===== src/rtl/gpio_pkg.sv =====
// Shared types and constants for the APB GPIO bank: bus FSM states,
// register offsets and IRQ_TYPE encoding.
package gpio_pkg;

  typedef enum logic [1:0] {
    APB_IDLE   = 2'd0,
    APB_SETUP  = 2'd1,
    APB_ACCESS = 2'd2
  } apb_state_t;

  localparam logic [7:0] OFF_DATA_OUT = 8'h00;
  localparam logic [7:0] OFF_DIR      = 8'h04;
  localparam logic [7:0] OFF_DATA_IN  = 8'h08;
  localparam logic [7:0] OFF_IRQ_EN   = 8'h0C;
  localparam logic [7:0] OFF_IRQ_TYPE = 8'h10;
  localparam logic [7:0] OFF_IRQ_STAT = 8'h14;
  localparam logic [7:0] OFF_DATA_SET = 8'h18;
  localparam logic [7:0] OFF_DATA_CLR = 8'h1C;

  localparam logic IRQ_TYPE_RISE = 1'b0;
  localparam logic IRQ_TYPE_FALL = 1'b1;

endpackage


===== src/rtl/gpio_in_sync.sv =====
// Pad input synchroniser: SYNC_STAGES flops into DATA_IN, one more flop
// holding the previous sample, and per-pin rise/fall strobes.
module gpio_in_sync #(
  parameter int NUM_PINS    = 32,
  parameter int SYNC_STAGES = 2
) (
  input  logic                clk,
  input  logic                rst,
  input  logic [NUM_PINS-1:0] pins_i,
  output logic [NUM_PINS-1:0] data_in_o,
  output logic [NUM_PINS-1:0] rise_o,
  output logic [NUM_PINS-1:0] fall_o
);

  logic [SYNC_STAGES-1:0][NUM_PINS-1:0] sync_q, sync_d;
  logic [NUM_PINS-1:0]                  prev_q;

  always_comb begin
    sync_d = {sync_q[SYNC_STAGES-2:0], pins_i};
  end

  always_ff @(posedge clk) begin
    if (rst) begin
      sync_q <= '0;
      prev_q <= '0;
    end else begin
      sync_q <= sync_d;
      prev_q <= sync_q[SYNC_STAGES-1];
    end
  end

  assign data_in_o = sync_q[SYNC_STAGES-1];
  assign rise_o    = data_in_o & ~prev_q;
  assign fall_o    = ~data_in_o & prev_q;

endmodule


===== src/rtl/gpio_apb_bank.sv =====
// APB3 GPIO bank: zero-wait-state slave with output/direction registers,
// synchronised inputs and per-pin edge interrupts.
// Optional GPIO_ATOMIC_SETCLR_EN adds write-only DATA_SET/DATA_CLR ports.
module gpio_apb_bank
  import gpio_pkg::*;
#(
  parameter int DATA_WIDTH  = 32,
  parameter int NUM_PINS    = 32,
  parameter int ADDR_WIDTH  = 8,
  parameter int SYNC_STAGES = 2
) (
  input  logic                  clk,
  input  logic                  rst,
  input  logic                  psel,
  input  logic                  penable,
  input  logic                  pwrite,
  input  logic [ADDR_WIDTH-1:0] paddr,
  input  logic [DATA_WIDTH-1:0] pwdata,
  output logic [DATA_WIDTH-1:0] prdata,
  output logic                  pready,
  output logic                  pslverr,
  input  logic [NUM_PINS-1:0]   gpio_in,
  output logic [NUM_PINS-1:0]   gpio_out,
  output logic [NUM_PINS-1:0]   gpio_oe,
  output logic                  irq,
  output apb_state_t            dbg_state
);

  // Handshake: a transfer completes in the single cycle where the previous
  // edge recorded a setup phase and psel & penable are both high; pready is
  // asserted for exactly that cycle and the write commits on its closing edge.

  apb_state_t state_q, state_d;

  logic [NUM_PINS-1:0] out_q, out_d;
  logic [NUM_PINS-1:0] dir_q, dir_d;
  logic [NUM_PINS-1:0] en_q, en_d;
  logic [NUM_PINS-1:0] type_q, type_d;
  logic [NUM_PINS-1:0] stat_q, stat_d;
  logic                irq_q;

  logic [NUM_PINS-1:0] data_in, rise, fall, set_bits, clr_bits;
  logic [NUM_PINS-1:0] wdata;
  logic                in_access, we, err, mapped;
  logic                sel_out, sel_dir, sel_in, sel_en, sel_type, sel_stat;
  logic                sel_set, sel_clr;
  logic [DATA_WIDTH-1:0] rd_val;

  gpio_in_sync #(
    .NUM_PINS    (NUM_PINS),
    .SYNC_STAGES (SYNC_STAGES)
  ) u_sync (
    .clk       (clk),
    .rst       (rst),
    .pins_i    (gpio_in),
    .data_in_o (data_in),
    .rise_o    (rise),
    .fall_o    (fall)
  );

  // state_q records the bus phase observed on the previous edge.
  always_ff @(posedge clk) begin
    if (rst) state_q <= APB_IDLE;
    else     state_q <= state_d;
  end

  always_comb begin
    state_d = state_q;
    case (state_q)
      APB_IDLE: begin
        if (psel && !penable) state_d = APB_SETUP;
      end
      APB_SETUP: begin
        if (psel && penable) state_d = APB_ACCESS;
        else if (psel)       state_d = APB_SETUP;
        else                 state_d = APB_IDLE;
      end
      APB_ACCESS: begin
        if (psel && !penable) state_d = APB_SETUP;
        else                  state_d = APB_IDLE;
      end
      default: state_d = APB_IDLE;
    endcase
  end

  assign in_access = !rst && (state_q == APB_SETUP) && psel && penable;
  assign dbg_state = state_q;
  assign wdata     = pwdata[NUM_PINS-1:0];

  always_comb begin
    sel_out  = (paddr == ADDR_WIDTH'(OFF_DATA_OUT));
    sel_dir  = (paddr == ADDR_WIDTH'(OFF_DIR));
    sel_in   = (paddr == ADDR_WIDTH'(OFF_DATA_IN));
    sel_en   = (paddr == ADDR_WIDTH'(OFF_IRQ_EN));
    sel_type = (paddr == ADDR_WIDTH'(OFF_IRQ_TYPE));
    sel_stat = (paddr == ADDR_WIDTH'(OFF_IRQ_STAT));
`ifdef GPIO_ATOMIC_SETCLR_EN
    sel_set  = (paddr == ADDR_WIDTH'(OFF_DATA_SET));
    sel_clr  = (paddr == ADDR_WIDTH'(OFF_DATA_CLR));
`else
    sel_set  = 1'b0;
    sel_clr  = 1'b0;
`endif
    mapped = sel_out | sel_dir | sel_in | sel_en | sel_type | sel_stat |
             sel_set | sel_clr;
    err    = (paddr[1:0] != 2'b00) || !mapped || (pwrite && sel_in);
  end

  // Bits above NUM_PINS stay zero; SET/CLR read back as zero.
  always_comb begin
    rd_val = '0;
    if (sel_out)  rd_val[NUM_PINS-1:0] = out_q;
    if (sel_dir)  rd_val[NUM_PINS-1:0] = dir_q;
    if (sel_in)   rd_val[NUM_PINS-1:0] = data_in;
    if (sel_en)   rd_val[NUM_PINS-1:0] = en_q;
    if (sel_type) rd_val[NUM_PINS-1:0] = type_q;
    if (sel_stat) rd_val[NUM_PINS-1:0] = stat_q;
  end

  assign we      = in_access && pwrite && !err;
  assign pready  = in_access;
  assign pslverr = in_access && err;
  assign prdata  = (in_access && !pwrite && !err) ? rd_val : '0;

  always_comb begin
    for (int i = 0; i < NUM_PINS; i++) begin
      set_bits[i] = en_q[i] && !dir_q[i] &&
                    ((type_q[i] == IRQ_TYPE_FALL) ? fall[i] : rise[i]);
    end
  end

  always_comb begin
    out_d    = out_q;
    dir_d    = dir_q;
    en_d     = en_q;
    type_d   = type_q;
    clr_bits = '0;
    if (we && sel_out)  out_d  = wdata;
    if (we && sel_dir)  dir_d  = wdata;
    if (we && sel_en)   en_d   = wdata;
    if (we && sel_type) type_d = wdata;
    if (we && sel_stat) clr_bits = wdata;
    if (we && sel_set)  out_d  = out_q | wdata;
    if (we && sel_clr)  out_d  = out_q & ~wdata;
    // A new edge on the same cycle as its W1C keeps the bit set.
    stat_d = (stat_q & ~clr_bits) | set_bits;
  end

  always_ff @(posedge clk) begin
    if (rst) begin
      out_q  <= '0;
      dir_q  <= '0;
      en_q   <= '0;
      type_q <= '0;
      stat_q <= '0;
      irq_q  <= 1'b0;
    end else begin
      out_q  <= out_d;
      dir_q  <= dir_d;
      en_q   <= en_d;
      type_q <= type_d;
      stat_q <= stat_d;
      irq_q  <= |(stat_q & en_q);
    end
  end

  assign gpio_out = out_q;
  assign gpio_oe  = dir_q;
  assign irq      = irq_q;

endmodule


===== config.mk =====
export PLATFORM = sky130hd
export DESIGN_NAME = gpio_apb_bank
export DESIGN_NICKNAME = d
export VERILOG_FILES = /design/src/rtl/gpio_pkg.sv /design/src/rtl/gpio_in_sync.sv /design/src/rtl/gpio_apb_bank.sv
export SDC_FILE = /design/constraint.sdc
export NUM_CORES = 1
export LEC_CHECK = 0
export ABC_AREA = 1
export CORE_ASPECT_RATIO = 2
export CORE_UTILIZATION = 41
export CTS_CLUSTER_DIAMETER = 30
export CTS_CLUSTER_SIZE = 14
export DETAILED_ROUTE_END_ITERATION = 16
export SLEW_MARGIN = 0
export SYNTH_ARGS = -nofsm -noshare
export SYNTH_HDL_FRONTEND = slang
export SYNTH_HIERARCHICAL = 1
export SYNTH_SLANG_ARGS = --single-unit

===== constraint.sdc =====
create_clock -name clk -period 2.44 [get_ports clk]
set_clock_uncertainty 0.2 [all_clocks]
set_input_delay 0.488 -clock clk [delete_from_list [all_inputs] [get_ports clk]]
set_output_delay 0.488 -clock clk [all_outputs]
set_load 0.005 [all_outputs]

==> results.txt <==
- STA puts the critical path data required time at 1.75 ns.
* Htree depth: 2
- Overall die width: 123 µm
- Global routing finished with a remaining overflow of 0.
* Pin count of the biggest net entering global routing: 187
- The routed layout has 13,100 vias.
* Routed vias/inst: 5.56
- In this run the tightest slew margin relative to its limit is 0.308.
- The die covers 0.0298 mm².
- Post-DRT Antenna Nets: 0
* Global routing met1 resource utilization: 0.341
- Number of distinct library cells after synthesis: 33
- The routed design could run at a clock period as short as 2.74 ns.
- CP Class: primary input to output port
* DRC violation total after the first TritonRoute iteration: 1,085
* Worst hold-check slack: 0.0420 ns
- In this run, post-CTS hold repair placed 0 buffers.
- Clock net sink count: 259
- Number of iterations in the first detailed-routing pass: 5
- Failing checks: setup timing
- After global routing, the most crowded layer is met2.
- In this run, synthesis produced a sequential element count of 259.
- Number of clock buffers inserted by TritonCTS: 39
* Power density relative to cell area: 615 mW/mm²
- Fraction of the core area covered by cells at the end of the flow: 0.617
- The final layout contains 2,044 nets.
- For flop-to-flop paths, the worst setup slack is 0.33 ns.
* Buffer depth of the longest clock path: 3
- During I/O placement, the number of pins put on the boundary was 178.
* Placed instance area: 0.0147 mm²
- Of the synthesized area, sequential elements account for 0.435.
- Of the cells placed in the final design, the portion with a size suffix greater than 1 is 0.221.
* TritonCTS clock tree: done
- Placeable Area: 0.0284 mm²
- The final layout contains routed wiring with a total length of 45,700 µm.
* Relative area change from synthesis to final layout: 47.1%
- Post-layout instance area: 0.0175 mm²
- Mean cell area of the mapped netlist: 7.16 µm²
- Cell types with the largest area share after synthesis: sky130_fd_sc_hd__dfxtp_1 (44%), sky130_fd_sc_hd__nand2_1 (9.6%), sky130_fd_sc_hd__inv_1 (7.3%)
* Slew Limit Fails: 0
- Cell row count: 87
- After clock tree synthesis, the clock-pin slew on the worst setup and hold paths is 0.05 ns.
* Class of the tightest hold or removal check: primary input to flip-flop
- The first global-routing pass estimated 68,400 µm of wire.
- Number of antenna violations at the first check in global routing: 2
- Capture endpoint of the worst hold path: dbg_state[0]$_SDFFE_PP0P_
- Worst Reg2Reg Path Length in Cells: 12
- Endpoint of the worst register-to-register path: stat_q[31]$_SDFF_PP0_
* Arr. time, crit path: 2.05 ns
- The worst register-to-register path begins at dbg_state[1]$_SDFFE_PP0P_.
* Number of global-route vias before repair: 12,500
* Critical Path Fanout Max: 5
- In this run the most critical hold path is launched from rst.
* Nets in the synthesized netlist: 1,740
* Category of the worst setup path launch point: primary input
* Synthesis warning total: 6
- Synthesized netlist cell count: 1,663
* Setup violation total in the final timing report: 32
* Total of buffers placed on input and output ports: 177
- Fin worst setup slack: -0.298 ns
- Unrepaired setup endpoints after global routing: true
- Summed over all instances, the cell type with the most area after synthesis is sky130_fd_sc_hd__dfxtp_1.
- Skew-Pair Late Insertion Delay: 0.52 ns
- After detailed routing, the number of remaining DRC violations is 0.
- Max cap viols: 0
* Worst vdd ir: 0.475 mV
* Vert. Die Dim: 243 µm
- For met3 alone, demand over resource in global routing was 0.0479.
* Met2 Use GR: 0.507
* Starting density of the core: 0.419
- STA classifies the critical path endpoint as an output port.
* WL/cell: 19.4 µm
- The tree is rooted in a sky130_fd_sc_hd__clkbuf_16.
- The cell area that synthesis handed to floorplanning was 0.0119 mm².
- Number of cells on the worst hold path: 4
- For this run, the top clock speed supported by timing is 365 MHz.
* Area share of the largest cell type after synthesis: 0.435
* HPWL after detailed placement: 28,000 µm
- Final hold violation count: 0
- In this run the static leakage power is 6.96 nW.
- Ratio of final minimum period to clock period: 1.12
* Result of the run: finished with violations
- Measured slew at the worst slew-check pin: 1.04 ns
* Overall routing resource usage: 0.300
* GPL Wtd Cong: 0.852
==> power by group <==
group          internal (W)  switching, W  leakage, nW  total (W)
combinational      0.000228      0.000303         4.20   0.000531
clock               0.00379       0.00211        0.659    0.00591
sequential          0.00430     0.0000334         2.10    0.00433
==> repair_timing <==
action,4_1_cts,5_1_grt
pin swaps,72,53
cloned,8,1
resized for setup,304,82
endpoints found under the setup margin,38,34
hold endpoints to repair,0,0
buffers inserted,57,21
==> cell type report <==
class	instances	area [µm²]
clock inverter	19	258
inverter	245	963
timing repair buffer	378	3820
clock buffer	51	1120
tap	356	445
sequential	259	5190
fill	2530	10900
multi-input combinational	1044	5710
antenna	2	5.00
==> through the flow <==
stage	setup TNS, ns	std cells	power, W	worst slack, ns
detailed placement	-101.55	2203	0.00488	-1.14
floorplan	0	1663	0.00462	0.0976
global placement	-99.36	2203	0.00487	-1.13
CTS	-3.89	2335	0.0108	-0.223
finish	-5.45	2354	0.0108	-0.298
global route	-7.57	2354	0.0110	-0.330
==> sequential cells by signal (all words and copies together) (netlist names) <==
name	cells
en_q	32
gpio_out	32
stat_q	32
dbg_state	2
u_sync/data_in_o	32
gpio_oe	32
type_q	32
irq	1
u_sync/sync_d	32
u_sync/prev_q	32
==> synth_stat cells, drive strengths merged <==
master and n:
nand4 138, o22ai 5, mux2 2, or3b 1, nand3b 2, nor2 242
a21oi 165, inv 244, clkbuf 46, o2111ai 73, nand2 306, dfxtp 259
nor3 8, nand3 46, clkinv 1, mux2i 1, o211ai 4, a211oi 2
o21ai 39, a22o 9, buf 70
==> critical path, cell delays in order <==
cell                         delay [ns]
sky130_fd_sc_hd__buf_2             0.12
sky130_fd_sc_hd__inv_4             0.08
sky130_fd_sc_hd__nand2_2           0.07
sky130_fd_sc_hd__nor2_4            0.11
sky130_fd_sc_hd__nand2_2           0.09
sky130_fd_sc_hd__nand2_4           0.10
sky130_fd_sc_hd__buf_6             0.10
sky130_fd_sc_hd__clkinvlp_4        0.22
sky130_fd_sc_hd__buf_6             0.20
sky130_fd_sc_hd__nand2_2           0.06
sky130_fd_sc_hd__nor2_2            0.04
sky130_fd_sc_hd__nor3_4            0.21
sky130_fd_sc_hd__buf_2             0.15
==> per-layer routing <==
metal  vias up  wire length, µm  share of wire
met5         -                0              0
met1      6101            16900           0.37
met2       650            22300           0.49
met3       207             3250          0.071
li1       6122                -              -
met4         0             3240          0.071
==> cells in the final DEF, fill, tap and decap left out, types with 6 or more instances in the layout <==
cell and instances:
sky130_fd_sc_hd__a21oi_1 165, sky130_fd_sc_hd__a22o_1 9, sky130_fd_sc_hd__buf_12 28, sky130_fd_sc_hd__buf_2 31, sky130_fd_sc_hd__buf_4 125, sky130_fd_sc_hd__buf_6 43
sky130_fd_sc_hd__buf_8 9, sky130_fd_sc_hd__clkbuf_16 42, sky130_fd_sc_hd__clkbuf_8 7, sky130_fd_sc_hd__clkdlybuf4s50_1 131, sky130_fd_sc_hd__clkinvlp_4 7, sky130_fd_sc_hd__dfxtp_1 257
sky130_fd_sc_hd__inv_1 226, sky130_fd_sc_hd__inv_2 11, sky130_fd_sc_hd__inv_6 6, sky130_fd_sc_hd__nand2_1 275, sky130_fd_sc_hd__nand2_2 24, sky130_fd_sc_hd__nand2_4 6
sky130_fd_sc_hd__nand3_1 31, sky130_fd_sc_hd__nand3_2 12, sky130_fd_sc_hd__nand4_1 138, sky130_fd_sc_hd__nor2_1 209, sky130_fd_sc_hd__nor2_2 9, sky130_fd_sc_hd__nor2_4 23
sky130_fd_sc_hd__o2111ai_1 51, sky130_fd_sc_hd__o2111ai_2 22, sky130_fd_sc_hd__o21ai_0 32, sky130_fd_sc_hd__o21ai_1 7
==> how the worst max path moves through the flow <==
| stage | startpoint | slack, ns | depth (start not counted) | end |
|---|---|---|---|---|
| floorplan | paddr[3] | 0.1 | 11 | prdata[18] |
| global placement | paddr[5] | -1.13 | 12 | prdata[29] |
| detailed placement | paddr[7] | -1.14 | 12 | prdata[29] |
| CTS | dbg_state[1]$_SDFFE_PP0P_ | -0.22 | 10 | prdata[29] |
| global route | paddr[3] | -0.33 | 13 | prdata[21] |
| finish | paddr[3] | -0.30 | 13 | prdata[29] |
==> logic make-up after synthesis <==
group	share of synthesized area
buf+inv	0.128
flops	0.435
simple gates	0.281
mux	0.00273
compound gates	0.152
No activity file was read; power rests on OpenSTA's default activity.
==> RTL change 1, RTL diff (same flow settings) <==
Remove the register `irq_q`: a continuous assignment takes its place, so the output `irq` follows one clock earlier.
--- a/src/rtl/gpio_apb_bank.sv
+++ b/src/rtl/gpio_apb_bank.sv
@@ -153,16 +153,16 @@
       en_q   <= '0;
       type_q <= '0;
       stat_q <= '0;
-      irq_q  <= 1'b0;
     end else begin
       out_q  <= out_d;
       dir_q  <= dir_d;
       en_q   <= en_d;
       type_q <= type_d;
       stat_q <= stat_d;
-      irq_q  <= |(stat_q & en_q);
     end
   end
+
+  assign irq_q = |(stat_q & en_q);
 
   assign gpio_out = out_q;
   assign gpio_oe  = dir_q;
Check against the original RTL: not equivalent (a bounded check fails within 4 cycles, from zero or initial values and one cycle with rst high).
==> RTL change 1 against the unedited design <==
The flow still finishes with violations (setup timing). Cell area decreased by 2.8%. Final cell count shrank 1.1%. Synthesized cell count grew 0.48%. Global-route usage down 2.6 points. Synthesized area shrank 0.56%. Total power fell by 3.5%. Hold slack improved by 92 ps. Core utilization fell by 1.5 points. Routed wire length down 12%. Sequential cell count down 1. Setup slack better by 41 ps. Largest cell class unchanged. Largest power group unchanged.
==> RTL change 1: results <==
# TYPE chip_impl_metric gauge
chip_impl_metric{name="clock_area_share",unit="%"} 7.69
chip_impl_metric{name="use_met2",unit="%"} 49.6
chip_impl_metric{name="nMultiInputCombCells",unit=""} 1133
chip_impl_metric{name="antenna-diode-count",unit=""} 0
chip_impl_metric{name="post-route-cell-area",unit="µm²"} 17000
chip_impl_metric{name="final-nonclk-buf-share",unit="%"} 20.0
chip_impl_metric{name="post-route-worst-setup-slack",unit="ps"} -257
chip_impl_info{name="cp_max_delay_cell",value="sky130_fd_sc_hd__dfxtp_2"} 1
chip_impl_metric{name="detail_route.vias_per_cell",unit=""} 5.19
chip_impl_metric{name="routability_congestion_estimate",unit=""} 0.871
chip_impl_metric{name="post_synth_num_cell_types",unit=""} 34
chip_impl_metric{name="grt_max_degree",unit=""} 67
chip_impl_metric{name="final-setup-viol-count",unit=""} 33
chip_impl_metric{name="numCtsBuffers",unit=""} 40
chip_impl_metric{name="postSynthRegisterBits",unit=""} 258
chip_impl_metric{name="grtUsageTotal",unit="%"} 27.4
chip_impl_metric{name="crit_fanout",unit=""} 6
chip_impl_metric{name="finalWirelength",unit="mm"} 40.2
chip_impl_info{name="outcome",value="complete, but fails checks"} 1
chip_impl_metric{name="wire_length_of_the_first_global_routing_pass",unit="mm"} 62.6
chip_impl_metric{name="num-nonclk-inverters",unit=""} 181
chip_impl_metric{name="antenna_violations_before_repair",unit=""} 0
chip_impl_info{name="synth.top_cells.by_count",value="sky130_fd_sc_hd__nor2_1, sky130_fd_sc_hd__dfxtp_1, sky130_fd_sc_hd__nand2_1, sky130_fd_sc_hd__nand3_1, sky130_fd_sc_hd__inv_1"} 1
chip_impl_info{name="violations",value="setup timing"} 1
chip_impl_metric{name="timing.max_slew.rel_slack",unit="%"} 39.3
chip_impl_metric{name="drtIter0Drc",unit=""} 618
chip_impl_metric{name="power_frac_comb",unit="%"} 5.1
chip_impl_metric{name="signal_buffers",unit=""} 329
chip_impl_metric{name="grt.met3_usage",unit="%"} 4.05
==> RTL change 1: changes by cell type after synthesis, moves of 25 or more <==
| cell | delta |
|---|---|
| sky130_fd_sc_hd__nor2_1 | +180 |
| sky130_fd_sc_hd__nand3_1 | +152 |
| sky130_fd_sc_hd__nand4_1 | -135 |
| sky130_fd_sc_hd__nand2_1 | -84 |
| sky130_fd_sc_hd__o2111ai_1 | -73 |
| sky130_fd_sc_hd__inv_1 | -58 |
| sky130_fd_sc_hd__a21oi_1 | -36 |
| sky130_fd_sc_hd__mux2_2 | +29 |
| sky130_fd_sc_hd__nand3b_1 | +29 |
| sky130_fd_sc_hd__buf_2 | -28 |
| sky130_fd_sc_hd__o21ai_1 | +25 |
==> RTL change 1: metrics by stage <==
step | hold slack, ps | TNS [ps]
2_1_floorplan | 188 | 0
5_1_grt | 146 | -9320
6_report | 134 | -6290
3_5_place_dp | 193 | -89020
3_3_place_gp | 190 | -85980
4_1_cts | 114 | -9490
==> RTL change 2, RTL diff (config.mk and constraints unchanged) <==
Made on the original files. `NUM_PINS` is set to 32 in 2 places; all go to 16.
--- a/src/rtl/gpio_in_sync.sv
+++ b/src/rtl/gpio_in_sync.sv
@@ -1,7 +1,7 @@
 // Pad input synchroniser: SYNC_STAGES flops into DATA_IN, one more flop
 // holding the previous sample, and per-pin rise/fall strobes.
 module gpio_in_sync #(
-  parameter int NUM_PINS    = 32,
+  parameter int NUM_PINS    = 16,
   parameter int SYNC_STAGES = 2
 ) (
   input  logic                clk,
--- a/src/rtl/gpio_apb_bank.sv
+++ b/src/rtl/gpio_apb_bank.sv
@@ -5,7 +5,7 @@
   import gpio_pkg::*;
 #(
   parameter int DATA_WIDTH  = 32,
-  parameter int NUM_PINS    = 32,
+  parameter int NUM_PINS    = 16,
   parameter int ADDR_WIDTH  = 8,
   parameter int SYNC_STAGES = 2
 ) (
Ports: changed (resized gpio_in, gpio_oe and gpio_out); port bits go from 178 to 130. No check against the original RTL was run, so the function may have changed too.
==> RTL change 2 against the unedited design <==
The flow still finishes with violations (setup timing). Sequential cell count decreased by 128. Setup slack improved by 120 ps. Count of clock-buffer cells in the layout decreased by 31. Routed wire length decreased by 53%. Cell area decreased by 48%. Synthesized area decreased by 47%. Hold slack improved by 140 ps. Total power decreased by 51%. Largest cell class unchanged. Highest routed layer unchanged. Sequential power decreased by 49%.
==> RTL change 2: results <==
# TYPE chip_impl_metric gauge
chip_impl_info{name="outcome",value="complete, but fails checks"} 1
chip_impl_info{name="violations",value="setup timing"} 1
chip_impl_metric{name="nClkBuffers",unit=""} 20
chip_impl_metric{name="htree_num_levels",unit=""} 4
chip_impl_metric{name="dp_cells",unit=""} 1195
chip_impl_metric{name="multi_input_area_share",unit="%"} 33.4
chip_impl_metric{name="whs_path_depth",unit=""} 2
chip_impl_metric{name="routability_congestion_estimate",unit=""} 0.852
chip_impl_metric{name="detail_route.vias_per_cell",unit=""} 5.27
chip_impl_metric{name="area_growth_syn_to_fin",unit="%"} 45.2
chip_impl_metric{name="routedWlPerCell",unit="µm"} 16.9
chip_impl_metric{name="power.static_leakage",unit="nW"} 3.73
chip_impl_metric{name="layout.sequential_cells",unit=""} 131
chip_impl_metric{name="route.met3.wl",unit="mm"} 1.11
chip_impl_metric{name="p_sw_share",unit="%"} 22.0
chip_impl_metric{name="post_place_cell_area",unit="µm²"} 7850
chip_impl_metric{name="final-setup-viol-count",unit=""} 16
chip_impl_metric{name="portBuffers",unit=""} 97
chip_impl_metric{name="grt.met3_usage",unit="%"} 4.99
chip_impl_metric{name="post_cts.repair.setup_buffers",unit=""} 30
chip_impl_metric{name="nMultiInputCombCells",unit=""} 562
chip_impl_metric{name="post_syn_area_per_cell",unit="µm²"} 7.17
chip_impl_metric{name="p_clk",unit="mW"} 2.77
chip_impl_metric{name="grtUsageTotal",unit="%"} 27.7
chip_impl_metric{name="m1WireLength",unit="mm"} 7.89
chip_impl_metric{name="post-route-worst-setup-slack",unit="ps"} -177
chip_impl_metric{name="timing.reg2reg.worst_path_depth",unit=""} 11
chip_impl_metric{name="dp_slack",unit="ps"} -951
chip_impl_metric{name="cp_arrival",unit="ps"} 1930
chip_impl_metric{name="final-instance-count-excl-fill",unit=""} 1258
chip_impl_metric{name="wire_length_of_the_first_global_routing_pass",unit="mm"} 32.5
## RTL change 2: cell count changes after synthesis, sizes merged, moves of 20 or more
cell / unedited run / this run
nand2: 306 / 164
dfxtp: 259 / 131
nor2: 242 / 126
inv: 244 / 134
a21oi: 165 / 83
nand4: 138 / 71
o2111ai: 73 / 15
clkbuf: 46 / 13
nand3: 46 / 20
buf: 70 / 50
## RTL change 2: final timing paths
path                           from                    to  slack (ps)
hold reg to reg   u_sync/sync_d[29]  u_sync/data_in_o[13]         200
hold / removal              penable          dbg_state[0]         180
setup reg to reg       dbg_state[1]             type_q[3]         600
setup / recovery           paddr[5]            prdata[13]        -180
## RTL change 2: kinds of logic (layout without fill, tap and decap cells)
logic type / after synthesis / in the layout / share of synthesized area (%)
compound gates: 152 / 152 / 13.8
flops: 131 / 131 / 41.8
simple gates: 394 / 394 / 29.6
other cells: 1 / 16 / 0.0598
buf+inv: 197 / 370 / 14.7
